==> src/rtl/uart_tx_arbiter_pkg.sv <==
// Shared definitions for the UART transmit arbiter.
// Contents:
//   state_e          FSM state encodings (IDLE, LOAD, SEND, FINISH)
//   DEF_FRAME_BYTES  default bytes per frame
//   DEF_TIMEOUT      default byte-done timeout, in cycles
//   TMO_W            width of the timeout counter
//   idx_w()          index width helper that never returns zero
package uart_tx_arbiter_pkg;

  typedef enum logic [1:0] {
    ST_IDLE   = 2'd0,
    ST_LOAD   = 2'd1,
    ST_SEND   = 2'd2,
    ST_FINISH = 2'd3
  } state_e;

  localparam int DEF_FRAME_BYTES = 5;
  localparam int DEF_TIMEOUT     = 65535;
  localparam int TMO_W           = 16;

  // A 1-entry space still needs a 1-bit index.
  function automatic int idx_w(input int n);
    return (n > 1) ? $clog2(n) : 1;
  endfunction

endpackage

==> src/rtl/uart_tx_arbiter_rr_arbiter.sv <==
// Round-robin picker for the UART transmit arbiter.
// Purely combinational. The search starts at (last_owner+1) mod NUM_REQ and
// returns the first requesting client found.
// Ports:
//   req         per-client request levels
//   last_owner  index of the most recently served client
//   win_oh      one-hot winner; zero when no request is pending
//   win_idx     binary index of the winner
//   win_any     high when any request is pending
module rr_arbiter
  import uart_tx_arbiter_pkg::*;
#(
  parameter int NUM_REQ = 4,
  parameter int IDX_W   = idx_w(NUM_REQ)
) (
  input  logic [NUM_REQ-1:0] req,
  input  logic [IDX_W-1:0]   last_owner,
  output logic [NUM_REQ-1:0] win_oh,
  output logic [IDX_W-1:0]   win_idx,
  output logic               win_any
);

  int               cand_i;
  logic [IDX_W-1:0] cand;

  always_comb begin
    win_oh  = '0;
    win_idx = '0;
    win_any = 1'b0;
    cand_i  = 0;
    cand    = '0;
    // last_owner is always below NUM_REQ, so one subtraction is enough to wrap.
    for (int k = 1; k <= NUM_REQ; k++) begin
      cand_i = int'(last_owner) + k;
      if (cand_i >= NUM_REQ) cand_i = cand_i - NUM_REQ;
      cand = IDX_W'(cand_i);
      if (!win_any && req[cand]) begin
        win_any      = 1'b1;
        win_idx      = cand;
        win_oh[cand] = 1'b1;
      end
    end
  end

endmodule

==> src/rtl/uart_tx_arbiter.sv <==
// Arbitrates NUM_REQ clients for a single byte-wide UART transmitter.
// The winning client's whole frame is captured at grant time. The frame is
// then streamed byte by byte, LSB byte first, with one LOAD cycle per byte.
// A byte whose done pulse does not arrive within TIMEOUT cycles aborts the
// frame.
// Ports:
//   clk, rst        clock; asynchronous active-low reset
//   req             per-client request levels
//   frame_data      client i's frame is at [i*FRAME_BYTES*8 +: FRAME_BYTES*8]
//   grant           one-hot pulse: client's frame has been captured
//   done            one-hot pulse: client's frame has been fully transmitted
//   err             one-hot pulse: client's frame was aborted on timeout
//   uart_send       byte-transmit request level
//   send_data       byte presented to the transmitter
//   uart_send_done  byte-finished pulse from the transmitter
//   busy            high whenever the FSM is not idle
module uart_tx_arbiter
  import uart_tx_arbiter_pkg::*;
#(
  parameter int NUM_REQ     = 4,
  parameter int FRAME_BYTES = DEF_FRAME_BYTES,
  parameter int TIMEOUT     = DEF_TIMEOUT
) (
  input  logic                            clk,
  input  logic                            rst,
  input  logic [NUM_REQ-1:0]              req,
  input  logic [NUM_REQ*FRAME_BYTES*8-1:0] frame_data,
  output logic [NUM_REQ-1:0]              grant,
  output logic [NUM_REQ-1:0]              done,
  output logic [NUM_REQ-1:0]              err,
  output logic                            uart_send,
  output logic [7:0]                      send_data,
  input  logic                            uart_send_done,
  output logic                            busy
);

  localparam int FW     = FRAME_BYTES * 8;
  localparam int IDX_W  = idx_w(NUM_REQ);
  localparam int BIDX_W = idx_w(FRAME_BYTES);

  localparam logic [BIDX_W-1:0] LAST_BYTE = BIDX_W'(FRAME_BYTES - 1);
  // The counter is compared before it increments, so the abort fires on the
  // edge where it would have reached TIMEOUT.
  localparam logic [TMO_W-1:0]  TMO_LAST  = TMO_W'(TIMEOUT - 1);

  state_e              state, state_nxt;
  logic [IDX_W-1:0]    owner, owner_nxt;
  logic [IDX_W-1:0]    last_owner, last_owner_nxt;
  logic [FW-1:0]       frame, frame_nxt;
  logic [BIDX_W-1:0]   byte_idx, byte_idx_nxt;
  logic [TMO_W-1:0]    tmo_cnt, tmo_cnt_nxt;
  logic [7:0]          send_data_nxt;
  logic [NUM_REQ-1:0]  grant_nxt, done_nxt, err_nxt;
  logic [NUM_REQ-1:0]  owner_oh;

  logic [NUM_REQ-1:0]  win_oh;
  logic [IDX_W-1:0]    win_idx;
  logic                win_any;

  rr_arbiter #(
    .NUM_REQ (NUM_REQ),
    .IDX_W   (IDX_W)
  ) u_rr (
    .req        (req),
    .last_owner (last_owner),
    .win_oh     (win_oh),
    .win_idx    (win_idx),
    .win_any    (win_any)
  );

  assign owner_oh  = NUM_REQ'(1) << owner;
  assign uart_send = (state == ST_SEND);
  assign busy      = (state != ST_IDLE);

  always_comb begin
    state_nxt      = state;
    owner_nxt      = owner;
    last_owner_nxt = last_owner;
    frame_nxt      = frame;
    byte_idx_nxt   = byte_idx;
    tmo_cnt_nxt    = tmo_cnt;
    send_data_nxt  = send_data;
    grant_nxt      = '0;
    done_nxt       = '0;
    err_nxt        = '0;

    case (state)
      ST_IDLE: begin
        if (win_any) begin
          for (int i = 0; i < NUM_REQ; i++) begin
            if (win_oh[i]) frame_nxt = frame_data[i*FW +: FW];
          end
          owner_nxt    = win_idx;
          grant_nxt    = win_oh;
          byte_idx_nxt = '0;
          state_nxt    = ST_LOAD;
        end
      end

      ST_LOAD: begin
        for (int b = 0; b < FRAME_BYTES; b++) begin
          if (byte_idx == BIDX_W'(b)) send_data_nxt = frame[b*8 +: 8];
        end
        tmo_cnt_nxt = '0;
        state_nxt   = ST_SEND;
      end

      ST_SEND: begin
        // A done pulse on the same edge as the timeout still counts as success.
        if (uart_send_done) begin
          send_data_nxt = '0;
          if (byte_idx == LAST_BYTE) begin
            done_nxt  = owner_oh;
            state_nxt = ST_FINISH;
          end else begin
            byte_idx_nxt = byte_idx + BIDX_W'(1);
            state_nxt    = ST_LOAD;
          end
        end else if (tmo_cnt == TMO_LAST) begin
          err_nxt        = owner_oh;
          last_owner_nxt = owner;
          send_data_nxt  = '0;
          state_nxt      = ST_IDLE;
        end else begin
          tmo_cnt_nxt = tmo_cnt + TMO_W'(1);
        end
      end

      ST_FINISH: begin
        last_owner_nxt = owner;
        state_nxt      = ST_IDLE;
      end

      default: state_nxt = ST_IDLE;
    endcase
  end

  always_ff @(posedge clk or negedge rst) begin
    if (!rst) begin
      state      <= ST_IDLE;
      owner      <= '0;
      last_owner <= IDX_W'(NUM_REQ - 1);
      frame      <= '0;
      byte_idx   <= '0;
      tmo_cnt    <= '0;
      send_data  <= '0;
      grant      <= '0;
      done       <= '0;
      err        <= '0;
    end else begin
      state      <= state_nxt;
      owner      <= owner_nxt;
      last_owner <= last_owner_nxt;
      frame      <= frame_nxt;
      byte_idx   <= byte_idx_nxt;
      tmo_cnt    <= tmo_cnt_nxt;
      send_data  <= send_data_nxt;
      grant      <= grant_nxt;
      done       <= done_nxt;
      err        <= err_nxt;
    end
  end

endmodule

==> config.mk <==
export PLATFORM = sky130hd
export DESIGN_NAME = uart_tx_arbiter
export DESIGN_NICKNAME = d
export VERILOG_FILES = /design/src/rtl/uart_tx_arbiter_pkg.sv /design/src/rtl/uart_tx_arbiter_rr_arbiter.sv /design/src/rtl/uart_tx_arbiter.sv
export SDC_FILE = /design/constraint.sdc
export NUM_CORES = 1
export LEC_CHECK = 0
export ABC_CLOCK_PERIOD_IN_PS = 3240
export BUFFER_PORTS_ARGS = -buffer_cell sky130_fd_sc_hd__buf_2
export CAP_MARGIN = 20
export CORE_MARGIN = 2
export CORE_UTILIZATION = 52
export DETAILED_ROUTE_END_ITERATION = 7
export PLACE_DENSITY = 0.8
export RECOVER_POWER = 25
export SETUP_SLACK_MARGIN = 0.2
export SLEW_MARGIN = 0
export SYNTH_ARGS = -nofsm -noshare
export SYNTH_HDL_FRONTEND = slang
export SYNTH_HIERARCHICAL = 1
export SYNTH_SLANG_ARGS = --single-unit
==> constraint.sdc <==
create_clock -name clk -period 3.24 [get_ports clk]
set_input_delay 0 -clock clk [delete_from_list [all_inputs] [get_ports clk]]
set_output_delay 0 -clock clk [all_outputs]
set_load 0.1 [all_outputs]
==> flow_results.org <==
** Status
- Result of the run :: complete, but fails checks
- The final reports fail on capacitance limit, slew limit.

** Die
- The die is 110 um wide.
- Measured along the y axis, the die boundary spans 110 um.
- Area enclosed by the die boundary :: 12100 sq um
- Effective utilization at floorplan :: 53.5%
- In this run the count of I/O pins placed on the die edge is 189.
- The region available for standard cell placement spans 10900 sq um.
- After floorplanning, the core was divided into 38 placement rows.

** STA
- The final hold violation count is 0.
- RSZ-0062 raised after global routing :: false
- In this run the tightest slew margin relative to its limit is -12.2%.
- For the pin with the worst max-slew slack, the measured transition is 1680 ps.
- Setup total negative slack on the finished layout was measured at 0 ps.
- In the finished design, the share of the clock period the worst path needs comes to 90.4%.
- Achievable Freq :: 341 MHz
- Setup violations remaining at the end of the flow were counted as 0.
- Final max-slew violation count :: 31
- The clock arrives with 11.9 ps of skew.
- Subtracting the final worst setup slack from the clock period gives 2930 ps.

** Logic synthesis
- Post-synthesis instance area :: 5830 sq um
- Syn Area/Cell :: 8.64 sq um
- Distinct cell type count after synthesis :: 62
- After synthesis, flip-flops and latches occupy 36.6% of the total area.
- Warning count from the yosys run :: 6
- Number of synthesized register bits :: 85
- The synthesized design contains 0 enable-type register cells.
- Net Count, Synth :: 860
- Number of instances in the synthesized netlist :: 674
- Share of flip-flops with an asynchronous set or reset after synthesis :: 100%
- In the synthesized netlist the dominant register cell turns out to be sky130_fd_sc_hd__dfrtp_1.

** Pwr
- Leakage power of the design :: 3.44 nW
- Across the VDD grid, the largest voltage drop is 845 uV.
- In this run the power density over the cells is 1080 nW/um^2.

** CTS
- CTS tree :: yes
- In this run, CTS created clock tree buffers numbering 9.
- After clock tree synthesis, the clock-pin slew on the worst setup and hold paths is 90 ps.
- Root buffer selected by CTS :: sky130_fd_sc_hd__clkbuf_8
- At the later pin of the worst-skew pair, clock insertion delay measures 370 ps.
- Sinks on Clock Net :: 85
- Clock Tree Buf Depth :: 2
- H-tree levels :: 3

** Global routing
- Vias in the first global route :: 5709
- The initial antenna violation count is 0.
- The first global-routing pass estimated 26.7 mm of wire.
- For this run, the total global-route usage over all layers was measured as 28.2%.
- Summed over all layers, the global routing overflow is 0.
- Pin count of the biggest net entering global routing :: 86

** Detailed routing
- Detailed-route vias per instance :: 5.80
- Overall via count from detail_route :: 5985
- The first TritonRoute pass finished after 5 iterations.
- The final layout contains routed wiring with a total length of 17.3 mm.
- Post-detailed-route count of antenna-violating nets :: 0
- Average detailed-routed wire length per instance :: 16.7 um
- First-iteration detailed-routing DRC count :: 580
- In the routed design, unresolved DRC markers number 0.

** Critical path
- Type of the worst setup path :: flop to flop
- Crit path capture :: frame[30]
- The setup check on the worst reg-to-reg path leaves a slack of 310 ps.
- Endpoint of the most critical register-to-register path :: frame[30]
- The number of cells on the worst reg-to-reg path is 11.
- CP max stage delay :: 620 ps
- Among the stages of the critical path, the cell type that occurs most often is sky130_fd_sc_hd__buf_4.
- Critical path data arrival time :: 3140 ps
- Worst setup path start :: last_owner[1]
- The startpoint identified for the worst register-to-register timing path is last_owner[1].
- Slowest cell on the critical path :: sky130_fd_sc_hd__dfstp_2
- Along the worst path, the maximum fanout reaches 12.
- STA classifies the critical path startpoint as a flop.
- For the worst setup path, the data required time is 3460 ps.
- STA classifies the critical path endpoint as a flop.
- The critical path goes through clkinvlp_4 > ha_4 > mux2i_4 > o21ai_1 > a221o_2 > nor4_4 > buf_4 > nor2_4 > buf_4 > nor2_1 > a21oi_1.

** Final layout
- The post-route netlist has 28.3% of its cells at a drive strength greater than 1.
- Sequential cell area :: 2130 sq um
- The area growth from synthesis to layout is 30.3%.
- The multi-input combinational cells in the finished layout cover a total of 3460 sq um.
- For this run, the post-layout net count is 1073.
- Commonest cells after routing, fill and taps aside :: sky130_fd_sc_hd__buf_2, sky130_fd_sc_hd__mux2i_1, sky130_fd_sc_hd__nand2_1
- The library cell used most frequently in the layout, excluding fill and tap cells, is sky130_fd_sc_hd__buf_2.
- Diodes inserted :: 0
- The filler cells instantiated in the layout total 812.
- Utilization of the core after routing :: 69.7%

** Placement
- Post-detailed-placement half-perimeter wirelength :: 11.9 mm
- GP Congestion :: 0.931
- Port buffering added 188 buffers.

** Worst hold path
- In this run the worst hold path is classified as input pin to flop.
- Startpoint of the lowest-slack hold path :: frame_data[141]

** Run
- Max Cap Violations :: 1
==> routing by layer <==
metal / vias up / routed length, um / global-route usage [%]
met1: 2823 / 6700 / 33.1
met4: 0 / 465 / 10.3
met2: 275 / 9140 / 51.2
met3: 49 / 963 / 4.92
li1: 2838 / - / -
met5: - / 0 / 0
==> worst min-delay path by stage <==
stage | endpoint | slack, ps | cells past startpoint
CTS | frame[21] | 10 | 3
floorplan | byte_idx[0] | -300 | 0
global placement | tmo_cnt[7] | 240 | 1
detailed placement | tmo_cnt[8] | 250 | 1
global route | frame[21] | 60 | 3
finish | frame[21] | 20 | 3
==> critical path, delay by kind of cell, from the launching register on <==
kind                       cells  cell delay [ps]
DFF                            1              620
AOI/OAI and AO/OA              3              550
buffers and inverters          3              500
and+or+nand+nor                3              490
muxes                          1              320
adders and majority gates      1              310
==> synthesized netlist by cell type (2+ instances only) <==
master	count	area (sq um)
sky130_fd_sc_hd__mux2i_1	88	881
sky130_fd_sc_hd__nand2_1	86	323
sky130_fd_sc_hd__dfrtp_1	83	2080
sky130_fd_sc_hd__o21ai_0	75	375
sky130_fd_sc_hd__nor2_1	70	263
sky130_fd_sc_hd__a21oi_1	54	270
sky130_fd_sc_hd__clkbuf_1	29	109
sky130_fd_sc_hd__ha_1	19	238
sky130_fd_sc_hd__inv_1	16	60.1
sky130_fd_sc_hd__nand3_1	16	80.1
sky130_fd_sc_hd__nor3_1	8	40.0
sky130_fd_sc_hd__buf_2	7	35.0
sky130_fd_sc_hd__nor4_1	7	43.8
sky130_fd_sc_hd__a22o_1	6	52.6
sky130_fd_sc_hd__nor2b_1	6	37.5
sky130_fd_sc_hd__and3_1	5	31.3
sky130_fd_sc_hd__buf_1	5	18.8
sky130_fd_sc_hd__o211a_1	5	50.1
sky130_fd_sc_hd__o21ai_1	5	25.0
sky130_fd_sc_hd__o41ai_1	5	43.8
sky130_fd_sc_hd__or3_1	5	31.3
sky130_fd_sc_hd__a221o_1	4	40.0
sky130_fd_sc_hd__a221oi_1	4	35.0
sky130_fd_sc_hd__a31oi_1	4	25.0
sky130_fd_sc_hd__buf_6	4	45.0
sky130_fd_sc_hd__mux2_2	4	45.0
sky130_fd_sc_hd__nand2b_1	4	25.0
sky130_fd_sc_hd__a211oi_1	3	22.5
sky130_fd_sc_hd__nand4_1	3	18.8
sky130_fd_sc_hd__o21a_1	3	22.5
sky130_fd_sc_hd__xnor2_1	3	26.3
sky130_fd_sc_hd__a21boi_0	2	15.0
sky130_fd_sc_hd__and2_1	2	12.5
sky130_fd_sc_hd__and4_1	2	17.5
sky130_fd_sc_hd__buf_4	2	15.0
sky130_fd_sc_hd__dfstp_2	2	52.6
sky130_fd_sc_hd__nand4_2	2	25.0
sky130_fd_sc_hd__o221ai_1	2	17.5
==> where the power goes <==
group / internal [W] / total, W / switching (W)
clock network: 0.000364 / 0.000774 / 0.000410
logic: 0.00219 / 0.00566 / 0.00346
registers: 0.00148 / 0.00178 / 0.000301
==> layout make-up <==
| cell class | instances | share of cell area, % |
|---|---|---|
| Clock inverter | 6 | 0.923 |
| Tap cell | 140 | 2.31 |
| Inverter | 17 | 0.890 |
| Multi-Input combinational cell | 526 | 45.6 |
| Timing Repair Buffer | 248 | 20.6 |
| Clock buffer | 10 | 1.68 |
| Sequential cell | 85 | 28.0 |
==> cell families after synthesis <==
kind of cell	Yosys count	share of synthesized area, %
simple gates	223	17.5
xor+xnor	3	0.451
mux	94	16.7
compound gates	186	19.8
fa+ha+maj	19	4.08
buf+inv	64	4.92
flops	85	36.6
==> state kept, by name, summed over array words and instances (netlist names) <==
register	cells
send_data	8
byte_idx	3
owner	2
done	4
frame	40
tmo_cnt	16
err	4
state	2
last_owner	2
grant	4
==> what timing repair did <==
item	4_1_cts	5_1_grt
hold buffers	40	0
endpoints found under the setup margin	40	39
pin swaps	0	1
gates cloned	0	1
gates resized for setup	3	7
buffers inserted	1	5
endpoints found under the hold margin	122	0
==> per-stage QoR <==
stage | instance area (sq um) | cells | setup WS (ps) | total power (W) | hold WS, ps
floorplan | 5830 | 674 | 297 | 0.00591 | -296
detailed placement | 6870 | 968 | 98.8 | 0.00712 | 252
finish | 7590 | 1032 | 312 | 0.00821 | 18.6
global placement | 6870 | 968 | 231 | 0.00695 | 239
CTS | 7490 | 1025 | 214 | 0.00798 | 9.65
global route | 7590 | 1032 | 208 | 0.00881 | 57.4
(Power assumes the default switching activity.)
